--- config.mk ---
export PLATFORM = sky130hd
export DESIGN_NAME = binary_value_encoder
export DESIGN_NICKNAME = d
export VERILOG_FILES = /design/src/rtl/binary_encoder_pkg.sv /design/src/rtl/binary_value_encoder_debouncer.sv /design/src/rtl/binary_value_encoder.sv
export SDC_FILE = /design/constraint.sdc
export NUM_CORES = 1
export LEC_CHECK = 0
export ABC_CLOCK_PERIOD_IN_PS = 4400
export CORE_MARGIN = 3
export CORE_UTILIZATION = 39
export DETAILED_ROUTE_END_ITERATION = 8
export GPL_TIMING_DRIVEN = 0
export RECOVER_POWER = 25
export SLEW_MARGIN = 20
export SYNTH_ARGS = -nofsm -noshare
export SYNTH_HDL_FRONTEND = slang
export SYNTH_SLANG_ARGS = --single-unit
--- constraint.sdc ---
create_clock -name clk -period 4.4 [get_ports clk]
set_clock_uncertainty 0.15 [all_clocks]
set_input_delay 1.1 -clock clk [delete_from_list [all_inputs] [get_ports clk]]
set_output_delay 1.1 -clock clk [all_outputs]
set_load 0.1 [all_outputs]
--- src/rtl/binary_encoder_pkg.sv ---
// Shared definitions for the binary value encoder: value width, action
// encoding, default timing constants and the action priority function.
package binary_encoder_pkg;

   localparam int VALUE_W                 = 8;
   localparam int DEFAULT_DEBOUNCE_CYCLES = 250000;
   localparam int DEFAULT_REPEAT_DELAY    = 50000000;
   localparam int DEFAULT_REPEAT_PERIOD   = 10000000;

   typedef enum logic [2:0] {
      NONE,
      CLEAR,
      LOAD,
      INC,
      DEC
   } action_e;

   // Clear beats load beats inc/dec; simultaneous inc and dec cancel out.
   function automatic action_e select_action(input logic clr,
                                             input logic ld,
                                             input logic inc,
                                             input logic dec);
      action_e act;
      act = NONE;
      if (clr) begin
         act = CLEAR;
      end else if (ld) begin
         act = LOAD;
      end else if (inc && !dec) begin
         act = INC;
      end else if (dec && !inc) begin
         act = DEC;
      end
      return act;
   endfunction

endpackage

--- src/rtl/binary_value_encoder_debouncer.sv ---
// button_debouncer: 2-flop synchroniser, debounce counter, stable state and
// a registered single-cycle press event for one raw button.
// Optional auto-repeat (BINARY_ENCODER_AUTO_REPEAT_EN): while the button stays
// stable-high, extra events fire REPEAT_DELAY cycles after the press and then
// every REPEAT_PERIOD cycles; only instances with REPEAT_EN set repeat.
module button_debouncer
   import binary_encoder_pkg::*;
#(
   parameter int DEBOUNCE_CYCLES = DEFAULT_DEBOUNCE_CYCLES
`ifdef BINARY_ENCODER_AUTO_REPEAT_EN
   ,
   parameter bit REPEAT_EN       = 1'b0,
   parameter int REPEAT_DELAY    = DEFAULT_REPEAT_DELAY,
   parameter int REPEAT_PERIOD   = DEFAULT_REPEAT_PERIOD
`endif
) (
   input  logic clk,
   input  logic reset,
   input  logic btn_raw,
   output logic press_evt
);

   localparam int CNT_W = $clog2(DEBOUNCE_CYCLES + 1);

   logic             sync1_q, sync1_d;
   logic             sync2_q, sync2_d;
   logic             stable_q, stable_d;
   logic [CNT_W-1:0] cnt_q, cnt_d;
   logic             evt_q, evt_d;
   logic             press;

   // Synchronise, then accept a new level only after it has disagreed with
   // the stable state for DEBOUNCE_CYCLES+1 consecutive samples.
   always_comb begin
      sync1_d  = btn_raw;
      sync2_d  = sync1_q;
      stable_d = stable_q;
      cnt_d    = '0;
      press    = 1'b0;
      if (sync2_q != stable_q) begin
         if (cnt_q == CNT_W'(DEBOUNCE_CYCLES)) begin
            stable_d = sync2_q;
            press    = sync2_q;
         end else begin
            cnt_d = cnt_q + CNT_W'(1);
         end
      end
   end

`ifdef BINARY_ENCODER_AUTO_REPEAT_EN
   localparam int REP_MAX = (REPEAT_DELAY > REPEAT_PERIOD) ? REPEAT_DELAY : REPEAT_PERIOD;
   localparam int REP_W   = (REP_MAX > 1) ? $clog2(REP_MAX) : 1;

   logic [REP_W-1:0] rep_cnt_q, rep_cnt_d;
   logic             rep_phase_q, rep_phase_d;
   logic             rep_fire;

   // Repeat timer runs only while the debounced level stays high; phase 0 is
   // the initial hold delay, phase 1 the periodic interval.
   always_comb begin
      rep_cnt_d   = rep_cnt_q + REP_W'(1);
      rep_phase_d = rep_phase_q;
      rep_fire    = 1'b0;
      if (!REPEAT_EN || !stable_d || press) begin
         rep_cnt_d   = '0;
         rep_phase_d = 1'b0;
      end else if ((!rep_phase_q && (rep_cnt_q == REP_W'(REPEAT_DELAY - 1))) ||
                   ( rep_phase_q && (rep_cnt_q == REP_W'(REPEAT_PERIOD - 1)))) begin
         rep_fire    = 1'b1;
         rep_cnt_d   = '0;
         rep_phase_d = 1'b1;
      end
   end

   // Repeat timer state.
   always_ff @(posedge clk) begin
      if (reset) begin
         rep_cnt_q   <= '0;
         rep_phase_q <= 1'b0;
      end else begin
         rep_cnt_q   <= rep_cnt_d;
         rep_phase_q <= rep_phase_d;
      end
   end

   assign evt_d = press | rep_fire;
`else
   assign evt_d = press;
`endif

   // Synchroniser, debounce state and registered event.
   always_ff @(posedge clk) begin
      if (reset) begin
         sync1_q  <= 1'b0;
         sync2_q  <= 1'b0;
         stable_q <= 1'b0;
         cnt_q    <= '0;
         evt_q    <= 1'b0;
      end else begin
         sync1_q  <= sync1_d;
         sync2_q  <= sync2_d;
         stable_q <= stable_d;
         cnt_q    <= cnt_d;
         evt_q    <= evt_d;
      end
   end

   assign press_evt = evt_q;

endmodule

--- src/rtl/binary_value_encoder.sv ---
// binary_value_encoder: turns slide switches and four debounced buttons into
// a held 8-bit value with a one-cycle strobe on every applied action.
// Optional auto-repeat on inc/dec via BINARY_ENCODER_AUTO_REPEAT_EN.
module binary_value_encoder
   import binary_encoder_pkg::*;
#(
   parameter int DEBOUNCE_CYCLES = DEFAULT_DEBOUNCE_CYCLES,
   parameter int REPEAT_DELAY    = DEFAULT_REPEAT_DELAY,
   parameter int REPEAT_PERIOD   = DEFAULT_REPEAT_PERIOD
) (
   input  logic               clk,
   input  logic               reset,
   input  logic [VALUE_W-1:0] switches,
   input  logic               btnLoad,
   input  logic               btnInc,
   input  logic               btnDec,
   input  logic               btnClear,
   output logic [VALUE_W-1:0] value,
   output logic               valueStrobe
);

   if (DEBOUNCE_CYCLES < 1 || REPEAT_DELAY < 1 || REPEAT_PERIOD < 1) begin : g_bad_param
      $error("binary_value_encoder: timing parameters must be at least 1");
   end

   logic [VALUE_W-1:0] sw_sync1_q, sw_sync1_d;
   logic [VALUE_W-1:0] sw_sync2_q, sw_sync2_d;
   logic [VALUE_W-1:0] value_q, value_d;
   logic               strobe_q, strobe_d;
   logic               load_evt, inc_evt, dec_evt, clr_evt;
   action_e            action;

`ifdef BINARY_ENCODER_AUTO_REPEAT_EN
   button_debouncer #(.DEBOUNCE_CYCLES(DEBOUNCE_CYCLES), .REPEAT_EN(1'b0),
                      .REPEAT_DELAY(REPEAT_DELAY), .REPEAT_PERIOD(REPEAT_PERIOD))
      u_db_load  (.clk(clk), .reset(reset), .btn_raw(btnLoad),  .press_evt(load_evt));
   button_debouncer #(.DEBOUNCE_CYCLES(DEBOUNCE_CYCLES), .REPEAT_EN(1'b1),
                      .REPEAT_DELAY(REPEAT_DELAY), .REPEAT_PERIOD(REPEAT_PERIOD))
      u_db_inc   (.clk(clk), .reset(reset), .btn_raw(btnInc),   .press_evt(inc_evt));
   button_debouncer #(.DEBOUNCE_CYCLES(DEBOUNCE_CYCLES), .REPEAT_EN(1'b1),
                      .REPEAT_DELAY(REPEAT_DELAY), .REPEAT_PERIOD(REPEAT_PERIOD))
      u_db_dec   (.clk(clk), .reset(reset), .btn_raw(btnDec),   .press_evt(dec_evt));
   button_debouncer #(.DEBOUNCE_CYCLES(DEBOUNCE_CYCLES), .REPEAT_EN(1'b0),
                      .REPEAT_DELAY(REPEAT_DELAY), .REPEAT_PERIOD(REPEAT_PERIOD))
      u_db_clear (.clk(clk), .reset(reset), .btn_raw(btnClear), .press_evt(clr_evt));
`else
   button_debouncer #(.DEBOUNCE_CYCLES(DEBOUNCE_CYCLES))
      u_db_load  (.clk(clk), .reset(reset), .btn_raw(btnLoad),  .press_evt(load_evt));
   button_debouncer #(.DEBOUNCE_CYCLES(DEBOUNCE_CYCLES))
      u_db_inc   (.clk(clk), .reset(reset), .btn_raw(btnInc),   .press_evt(inc_evt));
   button_debouncer #(.DEBOUNCE_CYCLES(DEBOUNCE_CYCLES))
      u_db_dec   (.clk(clk), .reset(reset), .btn_raw(btnDec),   .press_evt(dec_evt));
   button_debouncer #(.DEBOUNCE_CYCLES(DEBOUNCE_CYCLES))
      u_db_clear (.clk(clk), .reset(reset), .btn_raw(btnClear), .press_evt(clr_evt));
`endif

   // Pick one action per cycle and compute the next value; load uses the
   // synchronised switches so an asynchronous edge never reaches value.
   always_comb begin
      sw_sync1_d = switches;
      sw_sync2_d = sw_sync1_q;
      action     = select_action(clr_evt, load_evt, inc_evt, dec_evt);
      value_d    = value_q;
      strobe_d   = 1'b0;
      case (action)
         CLEAR: begin
            value_d  = '0;
            strobe_d = 1'b1;
         end
         LOAD: begin
            value_d  = sw_sync2_q;
            strobe_d = 1'b1;
         end
         INC: begin
            value_d  = value_q + VALUE_W'(1);
            strobe_d = 1'b1;
         end
         DEC: begin
            value_d  = value_q - VALUE_W'(1);
            strobe_d = 1'b1;
         end
         default: begin
            value_d  = value_q;
            strobe_d = 1'b0;
         end
      endcase
   end

   // Switch synchroniser, held value and strobe.
   always_ff @(posedge clk) begin
      if (reset) begin
         sw_sync1_q <= '0;
         sw_sync2_q <= '0;
         value_q    <= '0;
         strobe_q   <= 1'b0;
      end else begin
         sw_sync1_q <= sw_sync1_d;
         sw_sync2_q <= sw_sync2_d;
         value_q    <= value_d;
         strobe_q   <= strobe_d;
      end
   end

   assign value       = value_q;
   assign valueStrobe = strobe_q;

endmodule

# Yosys cells after proc, flatten, opt, wreduce, memory -nomap -nowiden
# Index checks and enable logic that the tools add are counted.
[classes]
n_mux = 6
n_reduce_logical = 18
addsub = 6
bitwise_logic = 8
n_eq_ne = 12
[ops]
columns = ["cell", "count"]
rows = [
  ["18-bit by 1-bit adder with 18-bit output (second input constant)", 4],
  ["18-bit == test (second input constant)", 4],
  ["8-bit one-hot mux with 4 select lines", 1],
  ["3-bit OR reduction", 8],
  ["3-bit two-way mux", 4],
  ["8-bit by 1-bit adder with 8-bit output (second input constant)", 1],
  ["1-bit NOT", 8],
  ["2-bit AND reduction", 4],
  ["8-bit by 1-bit subtractor with 8-bit output (second input constant)", 1],
  ["3-bit by 2-bit == test with 1-bit output (second input constant)", 2],
  ["1-bit != test", 4],
  ["4-bit nonzero test", 1],
  ["4-bit OR reduction", 1],
  ["3-bit by 1-bit == test with 1-bit output (second input constant)", 1],
  ["3-bit == test (second input constant)", 1],
  ["1-bit logical AND", 2],
  ["1-bit zero test", 2],
  ["1-bit two-way mux", 1],
]
[word_totals]
word_cells = 74
register_bits = 113
input_bits = 14

# Depth between registers and ports, before layout
# Gate-level depths: netlist of the first run.
[logic_depth]
word_depth = 9
depth_mapped = 8
mapped_depth_nobuf = 7

# By module
# A second synthesis of the first run with hierarchy kept.
[unflattened]
cells_unflattened = 566
area_unflattened_um2 = 5083.6
[modules_own_cells]
columns = ["mod", "cells_each", "seq_area_each_um2", "instances", "area_each_um2"]
rows = [
  ["button_debouncer", 112, 440.4, 4, 980.9],
  ["binary_value_encoder", 118, 500.5, 1, 1159.9],
]

# Worst setup path after synthesis of the first run
# OpenSTA, ideal clock, no wires.
[synth_timing]
path_kind = "reg-to-reg"
from = "register u_db_load.evt_q (netlist: u_db_load.press_evt)"
to = "register value_q[3] (netlist: value[3])"
t_required_ps = 4155
n_path_buf = 1
synth_period_minus_slack_ps = 2933
stages_incl_launch_ff = 8
setup_ps = 95
slack_ps = 1467
arrival_time_ps = 2688
cell_sequence = "dfxtp_1 clkbuf_1 nor4b_1 ha_1 a211oi_1 nor2_1 or3_1 a221oi_1"
[synth_between]
elab_chain_cells = 4
[synth_rtl]
columns = ["element", "line_no", "source"]
rows = [
  ["start: declaration", "binary_value_encoder_debouncer.sv:29", "logic evt_q, evt_d;"],
  ["start signal: assignment", "binary_value_encoder_debouncer.sv:104", "evt_q <= evt_d;"],
  ["3-bit two-way mux (*)", "binary_encoder_pkg.sv:27", "end else if (ld) begin"],
  ["3-bit two-way mux (*)", "binary_encoder_pkg.sv:25", "if (clr) begin"],
  ["3-bit == test (tied with other cells)", "binary_value_encoder.sv:65", "case (action)"],
  ["8-bit one-hot mux with 4 select lines or 4-bit nonzero test (tied branches)", "n/a", ""],
  ["end signal: assignment", "binary_value_encoder.sv:99", "value_q <= value_d;"],
  ["end: declaration", "binary_value_encoder.sv:28", "logic [VALUE_W-1:0] value_q, value_d;"],
]
# Every way passes the cells marked *; elsewhere a longest branch is shown, timed or not.
# A chain may end at the register's enable or synchronous reset.

# Worst setup path in the final report of the first run
[layout_timing]
from = "register value_q[0] (netlist: value[0])"
to = "output port value[0]"
[layout_rtl]
columns = ["element", "line_no", "source"]
rows = [
  ["end: declaration", "binary_value_encoder.sv:18", "output logic [VALUE_W-1:0] value,"],
]
# No word-level cell between the ends.

==> key figures, run 1 <==
Run status
  – Status: completed

Synthesis
  – Post-synthesis compound-gate area fraction: 0.0332
  – Average cell area after synthesis: 9.06 um^2
  – Syn nets: 561
  – Synth Area in Adders: 0.0405
  – Library cells used by synthesis: 37
  – Synth top area share: 0.469
  – Multiplexer share of the synthesized area: 0.0145
  – Synth Area in Simple Gates: 0.271
  – Synth top area cells: dfxtp_1 47%, nor2_1 7.7%, xor2_1 7.6%
  – Mapped Area: 4820 um^2
  – Synth Register Bits: 113
  – Post-synth ARST share: 0
  – Top cells by count, synth: 113 x dfxtp_1, 99 x nor2_1, 42 x xor2_1
  – Xor-xnor portion of the synthesized cell area: 0.136
  – Synth Instances: 532
  – Ys Warns: 0
  – Largest family of logic cells by synthesized area: simple AND/OR/NAND/NOR gates
  – Synth area leader: dfxtp_1
  – EDFF count, synth: 0
  – Sequential area share after synthesis: 0.469
  – Most numerous cell in the Yosys netlist: dfxtp_1
  – Post-synth top flop: dfxtp_1

Clock network
  – CTS tree: done
  – Post-CTS sizing: 0
  – CTS sink cnt: 113
  – # H-tree levels: 4
  – Post-CTS Setup Inserts: 0
  – Clock tree buffer depth: 2
  – Clock transition at path regs: 50 ps
  – Clock latency on the worst-skew pair: 400 ps
  – Post-CTS Hold Fix Bufs: 0
  – TritonCTS buffer count: 17
  – Clk root buf: clkbuf_16

Min path
  – WHS Path Cells: 1
  – Hold Crit Class: flop to flop

Die
  – Initial Util: 0.410
  – Die W: 117 um
  – Die Height: 117 um
  – Row Count: 39
  – Core area: 11800 um^2
  – Die Area: 13700 um^2
  – Top-level port count: 23

Cells and area
  – Post-route insts no fill: 749
  – Fin nets: 603
  – Multi-input logic area: 2390 um^2
  – Antenna cells: 0
  – Layout cells sized above 1: 0.0615
  – Fill cells: 1098
  – Layout area overhead: 20.0%
  – Reg area: 2260 um^2

Global routing
  – Initial antenna violation count: 0
  – Congestion Overflow GR: 0
  – Vias in the first global route: 3394
  – First-pass GRT wire length: 15000 um
  – Maximum number of pins on one net before global-route repair: 17
  – Overall Global Routing Usage: 0.139

Critical path
  – Data required time of the worst path: 3150 ps
  – Critical path's slowest cell: clkdlybuf4s50_1
  – Worst stage delay on the critical path: 1180 ps
  – Worst path cell trace: clkdlybuf4s50_1
  – WP depth: 1
  – R2R depth: 7
  – Worst-path fanout max: 5
  – Startpoint types: flop
  – Crit Path Category: flop to primary output
  – Buf/Inv on CP: 1
  – Worst Path Arrival: 2030 ps
  – Critical path capture point type: primary output
  – Crit path max-delay family: buffers and inverters

Pwr
  – Combinational share of power: 0.016
  – Int Power: 0.00189 W
  – Sw power: 0.000449 W
  – Sequential Power Share: 0.444
  – Leak: 2.03 nW
  – Net Sw Frac: 0.192
  – Clock Power Share: 0.539
  – Worst VDD drop: 0.000303 V
  – Pwr per Cell Area: 405 nW/um^2

Detailed routing
  – Remaining antenna violation count after routing: 0
  – DR pass1 iterations: 6
  – Total vias in the final route: 3542
  – Detail-routed via count per cell: 4.73
  – DRC viols: 0
  – WL per Instance: 11.7 um
  – Final wirelength: 8790 um
  – DR iter-0 viols: 191

Placed design
  – Final Wtd Congestion: 0.792
  – Post-DP HPWL: 6190 um
  – Inst Count DP: 719
  – Number of port buffers: 22

Run
  – Max cap viols: 0

Timing
  – Final setup vio count: 0
  – TNS Setup: 0 ps
  – Crit path time final: 3280 ps
  – Slew Viols, Final: 0
  – Worst slew pin tran: 976 ps
  – Slew Limit Headroom: 0.347
  – Final Hold Viols: 0
  – Unrepaired setup endpoints after global routing: false
  – Final period utilization: 0.746
  – Highest clock rate: 0.305 GHz
worst paths after layout:
kind                                 start  slack, ps                              to
max                  value[0]$_SDFFE_PP0P_       1120                        value[0]
min               sw_sync1_q[4]$_SDFF_PP0_        280        sw_sync2_q[4]$_SDFF_PP0_
max reg2reg  u_db_load.cnt_q[7]$_SDFF_PP0_       1680  u_db_load.cnt_q[15]$_SDFF_PP0_
min reg2reg       sw_sync1_q[4]$_SDFF_PP0_        280        sw_sync2_q[4]$_SDFF_PP0_
per-stage QoR:
step           instance area (um^2)  utilization  power (W)  setup slack, ps  hold slack [ps]
3_3_place_gp                   5240        0.446    0.00110              880              271
5_1_grt                        5780        0.492    0.00242             1040              298
6_report                       5780        0.492    0.00234             1120              281
3_5_place_dp                   5260        0.447    0.00110             1170              270
2_1_floorplan                  4820            -    0.00108             1470              264
4_1_cts                        5810        0.494    0.00237             1090              282
power groups by stage:
stage / clock [W] / sequential (W) / combinational, W
3_3_place_gp: 0 / 0.00106 / 0.0000396
4_1_cts: 0.00129 / 0.00104 / 0.0000404
6_report: 0.00126 / 0.00104 / 0.0000376
3_5_place_dp: 0 / 0.00106 / 0.0000402
5_1_grt: 0.00134 / 0.00104 / 0.0000425
2_1_floorplan: 0 / 0.00106 / 0.0000219
registers in the layout, summed over array words and instances (netlist names), 8 cells and up:
| register | cells |
|---|---|
| sw_sync2_q | 8 |
| u_db_clear.cnt_q | 18 |
| u_db_load.cnt_q | 18 |
| sw_sync1_q | 8 |
| u_db_dec.cnt_q | 18 |
| u_db_inc.cnt_q | 18 |
| value | 8 |
cells by family (layout without fill, tap and decap cells):
| kind of cell | count (synthesis) | after routing |
|---|---|---|
| muxes | 7 | 7 |
| AOI/OAI and AO/OA | 28 | 28 |
| buffers and inverters | 37 | 90 |
| DFF | 113 | 113 |
| adders and majority gates | 15 | 15 |
| and+or+nand+nor | 257 | 257 |
| xor gates and xnor gates | 75 | 75 |
layer usage:
metal,GRT usage,wire length [um],up-vias,share of wire
li1,-,-,1875,-
met1,0.175,4400,1622,0.50
met2,0.216,4020,37,0.46
met3,0.0437,272,8,0.031
met4,0.0688,87,0,0.0099
met5,0,0,-,0
cells in the final DEF (no fill, tap or decap), drive strengths merged, types with 4 or more instances in the layout:
cell type / n
mux2i: 7
nand2: 27
nor2: 99
or3: 5
nand4: 21
nor2b: 25
clkinv: 5
and4: 5
inv: 21
o21ai: 7
and3: 11
xnor2: 33
nand3: 29
nor3: 9
nor4b: 5
xor2: 42
buf: 5
a21oi: 12
o22ai: 4
clkbuf: 36
ha: 14
clkdlybuf4s50: 21
dfxtp: 113
nor4: 8
final cells by class:
type | instances | area share
timing repair buffer | 23 | 0.0390
sequential | 113 | 0.391
multi-input combinational | 382 | 0.413
tap | 164 | 0.0355
clock buffer | 24 | 0.0868
clock inverter | 6 | 0.00952
buffer | 16 | 0.0113
inverter | 21 | 0.0136
Power figures use the tool's default switching activity.
==> inputs of run 2 (changes only) <==
--- a/config.mk
+++ b/config.mk
@@ -5,7 +5,7 @@
 export SDC_FILE = /design/constraint.sdc
 export NUM_CORES = 1
 export LEC_CHECK = 0
-export ABC_CLOCK_PERIOD_IN_PS = 4400
+export ABC_CLOCK_PERIOD_IN_PS = 3000
 export CORE_MARGIN = 3
 export CORE_UTILIZATION = 39
 export DETAILED_ROUTE_END_ITERATION = 8
==> constraint.sdc (replaced) <==
create_clock -name clk -period 3 [get_ports clk]
set_clock_uncertainty 0.15 [all_clocks]
set_input_delay 0.75 -clock clk [delete_from_list [all_inputs] [get_ports clk]]
set_output_delay 0.75 -clock clk [all_outputs]
set_load 0.1 [all_outputs]
==> key figures, run 2 (synthesis results as in run 1) <==
Run status
  – Status: completed

Placed design
  – Inst Count DP: 719 (unchanged)
  – Final Wtd Congestion: 0.792 (unchanged)
  – Pre-CTS setup slack: 124 ps (-1050 ps)
  – Number of port buffers: 22 (unchanged)
  – Post-DP HPWL: 6190 um (unchanged)

Clock network
  – # H-tree levels: 4 (unchanged)
  – CTS tree: done
  – Clock transition at path regs: 50 ps (about the same)
  – Clock tree buffer depth: 2 (unchanged)
  – Post-CTS Hold Fix Bufs: 0 (unchanged)
  – TritonCTS buffer count: 17 (unchanged)
  – Clk root buf: clkbuf_16
  – Clock latency on the worst-skew pair: 400 ps (about the same)
  – CTS sink cnt: 113 (unchanged)

Critical path
  – Buf/Inv on CP: 1 (unchanged)
  – Worst Path Arrival: 1960 ps (-70 ps)
  – Critical path's slowest cell: clkdlybuf4s50_1
  – Worst stage delay on the critical path: 1160 ps (-20 ps)
  – Worst-path fanout max: 4 (-1)
  – Worst path cell trace: clkdlybuf4s50_1
  – Crit Path Category: flop to primary output
  – Startpoint types: flop
  – Critical path capture point type: primary output
  – Crit path max-delay family: buffers and inverters
  – Data required time of the worst path: 2100 ps (-1050 ps)

Die
  – Core area: 11800 um^2 (unchanged)
  – Initial Util: 0.410 (unchanged)
  – Die Area: 13700 um^2 (unchanged)
  – Row Count: 39 (unchanged)
  – Die W: 117 um (unchanged)
  – Top-level port count: 23 (unchanged)
  – Die Height: 117 um (unchanged)

Timing
  – Final Hold Viols: 0 (unchanged)
  – Worst slew pin tran: 972 ps (-4.65 ps)
  – Slew Limit Headroom: 0.350 (+0.00311)
  – Highest clock rate: 0.350 GHz
  – Unrepaired setup endpoints after global routing: false
  – Final period utilization: 0.953
  – Crit path time final: 2860 ps
  – Final setup vio count: 0 (unchanged)
  – Slew Viols, Final: 0 (unchanged)
  – TNS Setup: 0 ps (unchanged)
  – Worst setup margin: 141 ps (-975 ps)

Global routing
  – First-pass GRT wire length: 15000 um (unchanged)
  – Overall Global Routing Usage: 0.139 (unchanged)
  – Vias in the first global route: 3394 (unchanged)
  – Congestion Overflow GR: 0 (unchanged)
  – Initial antenna violation count: 0 (unchanged)
  – Maximum number of pins on one net before global-route repair: 17 (unchanged)

Detailed routing
  – WL per Instance: 11.7 um (about the same)
  – Remaining antenna violation count after routing: 0 (unchanged)
  – Total vias in the final route: 3546 (+0.11%)
  – Detail-routed via count per cell: 4.73 (+0.11%)
  – Final wirelength: 8790 um (about the same)
  – DRC viols: 0 (unchanged)
  – DR iter-0 viols: 192 (+0.52%)
  – DR pass1 iterations: 4 (-2)

Cells and area
  – Most frequent cells in the layout: 113 x dfxtp_1, 99 x nor2_1, 42 x xor2_1, 33 x xnor2_1, 29 x nand3_1
  – Layout cells sized above 1: 0.0615 (unchanged)
  – Post-route insts no fill: 749 (unchanged)
  – Antenna cells: 0 (unchanged)
  – Fin nets: 603 (unchanged)
  – Layout area overhead: 20.4%
  – Commonest non-fill, non-tap cell in the layout: dfxtp_1
  – Fill cells: 1093 (-0.46%)

Min path
  – Hold Crit Class: flop to flop

Run
  – Max cap viols: 0 (unchanged)

Pwr
  – Leak: 2.06 nW (+1.3%)
  – Worst VDD drop: 0.000445 V (+47%)
  – Pwr per Cell Area: 593 nW/um^2 (+46%)
  – Total design power: 0.00344 W (+47%)
[run 2: repair_timing]
action                                  CTS  global route
setup buffers                             0             0
resized for setup                         0             1
endpoints found under the setup margin    0             1
[run 2: area by class of cell]
class                           instances  area, um^2  area share
Buffer                                 16        80.1      0.0138
Clock buffer                           24         502      0.0865
Clock inverter                          6        55.1     0.00949
Inverter                               21        78.8      0.0136
Multi-Input combinational cell        382        2390       0.412
Sequential cell                       113        2260       0.390
Tap cell                              164         205      0.0354
Timing Repair Buffer                   23         228      0.0393
[run 2: final timing paths]
path	end	cells after the start	startpoint	slack (ps)
setup / recovery	value[1]	1	value[1]$_SDFFE_PP0P_	140
hold / removal	sw_sync2_q[4]$_SDFF_PP0_	1	sw_sync1_q[4]$_SDFF_PP0_	280
setup reg to reg	value[6]$_SDFFE_PP0P_	9	u_db_load.press_evt$_SDFF_PP0_	320
hold reg to reg	sw_sync2_q[4]$_SDFF_PP0_	1	sw_sync1_q[4]$_SDFF_PP0_	280
[run 2: layer usage]
| metal | vias up | share of wire | track usage |
|---|---|---|---|
| met1 | 1628 | 0.50 | 0.175 |
| met4 | 0 | 0.011 | 0.0688 |
| met2 | 35 | 0.46 | 0.216 |
| met3 | 9 | 0.032 | 0.0437 |
| met5 | - | 0 | 0 |
| li1 | 1874 | - | - |
[run 2: power breakdown]
part	internal, W	switching [W]
Sequential	0.00152	0.00000703
Combinational	0.0000302	0.0000261
Clock	0.00123	0.000626
[run 2: metrics by stage]
stage | area (um^2) | hold WS [ps] | util
final | 5800 | 281 | 0.493
after global routing | 5800 | 298 | 0.493
after CTS | 5810 | 282 | 0.494
after detailed placement | 5260 | 270 | 0.447
after global placement | 5240 | 271 | 0.446
after floorplan | 4820 | 264 | -
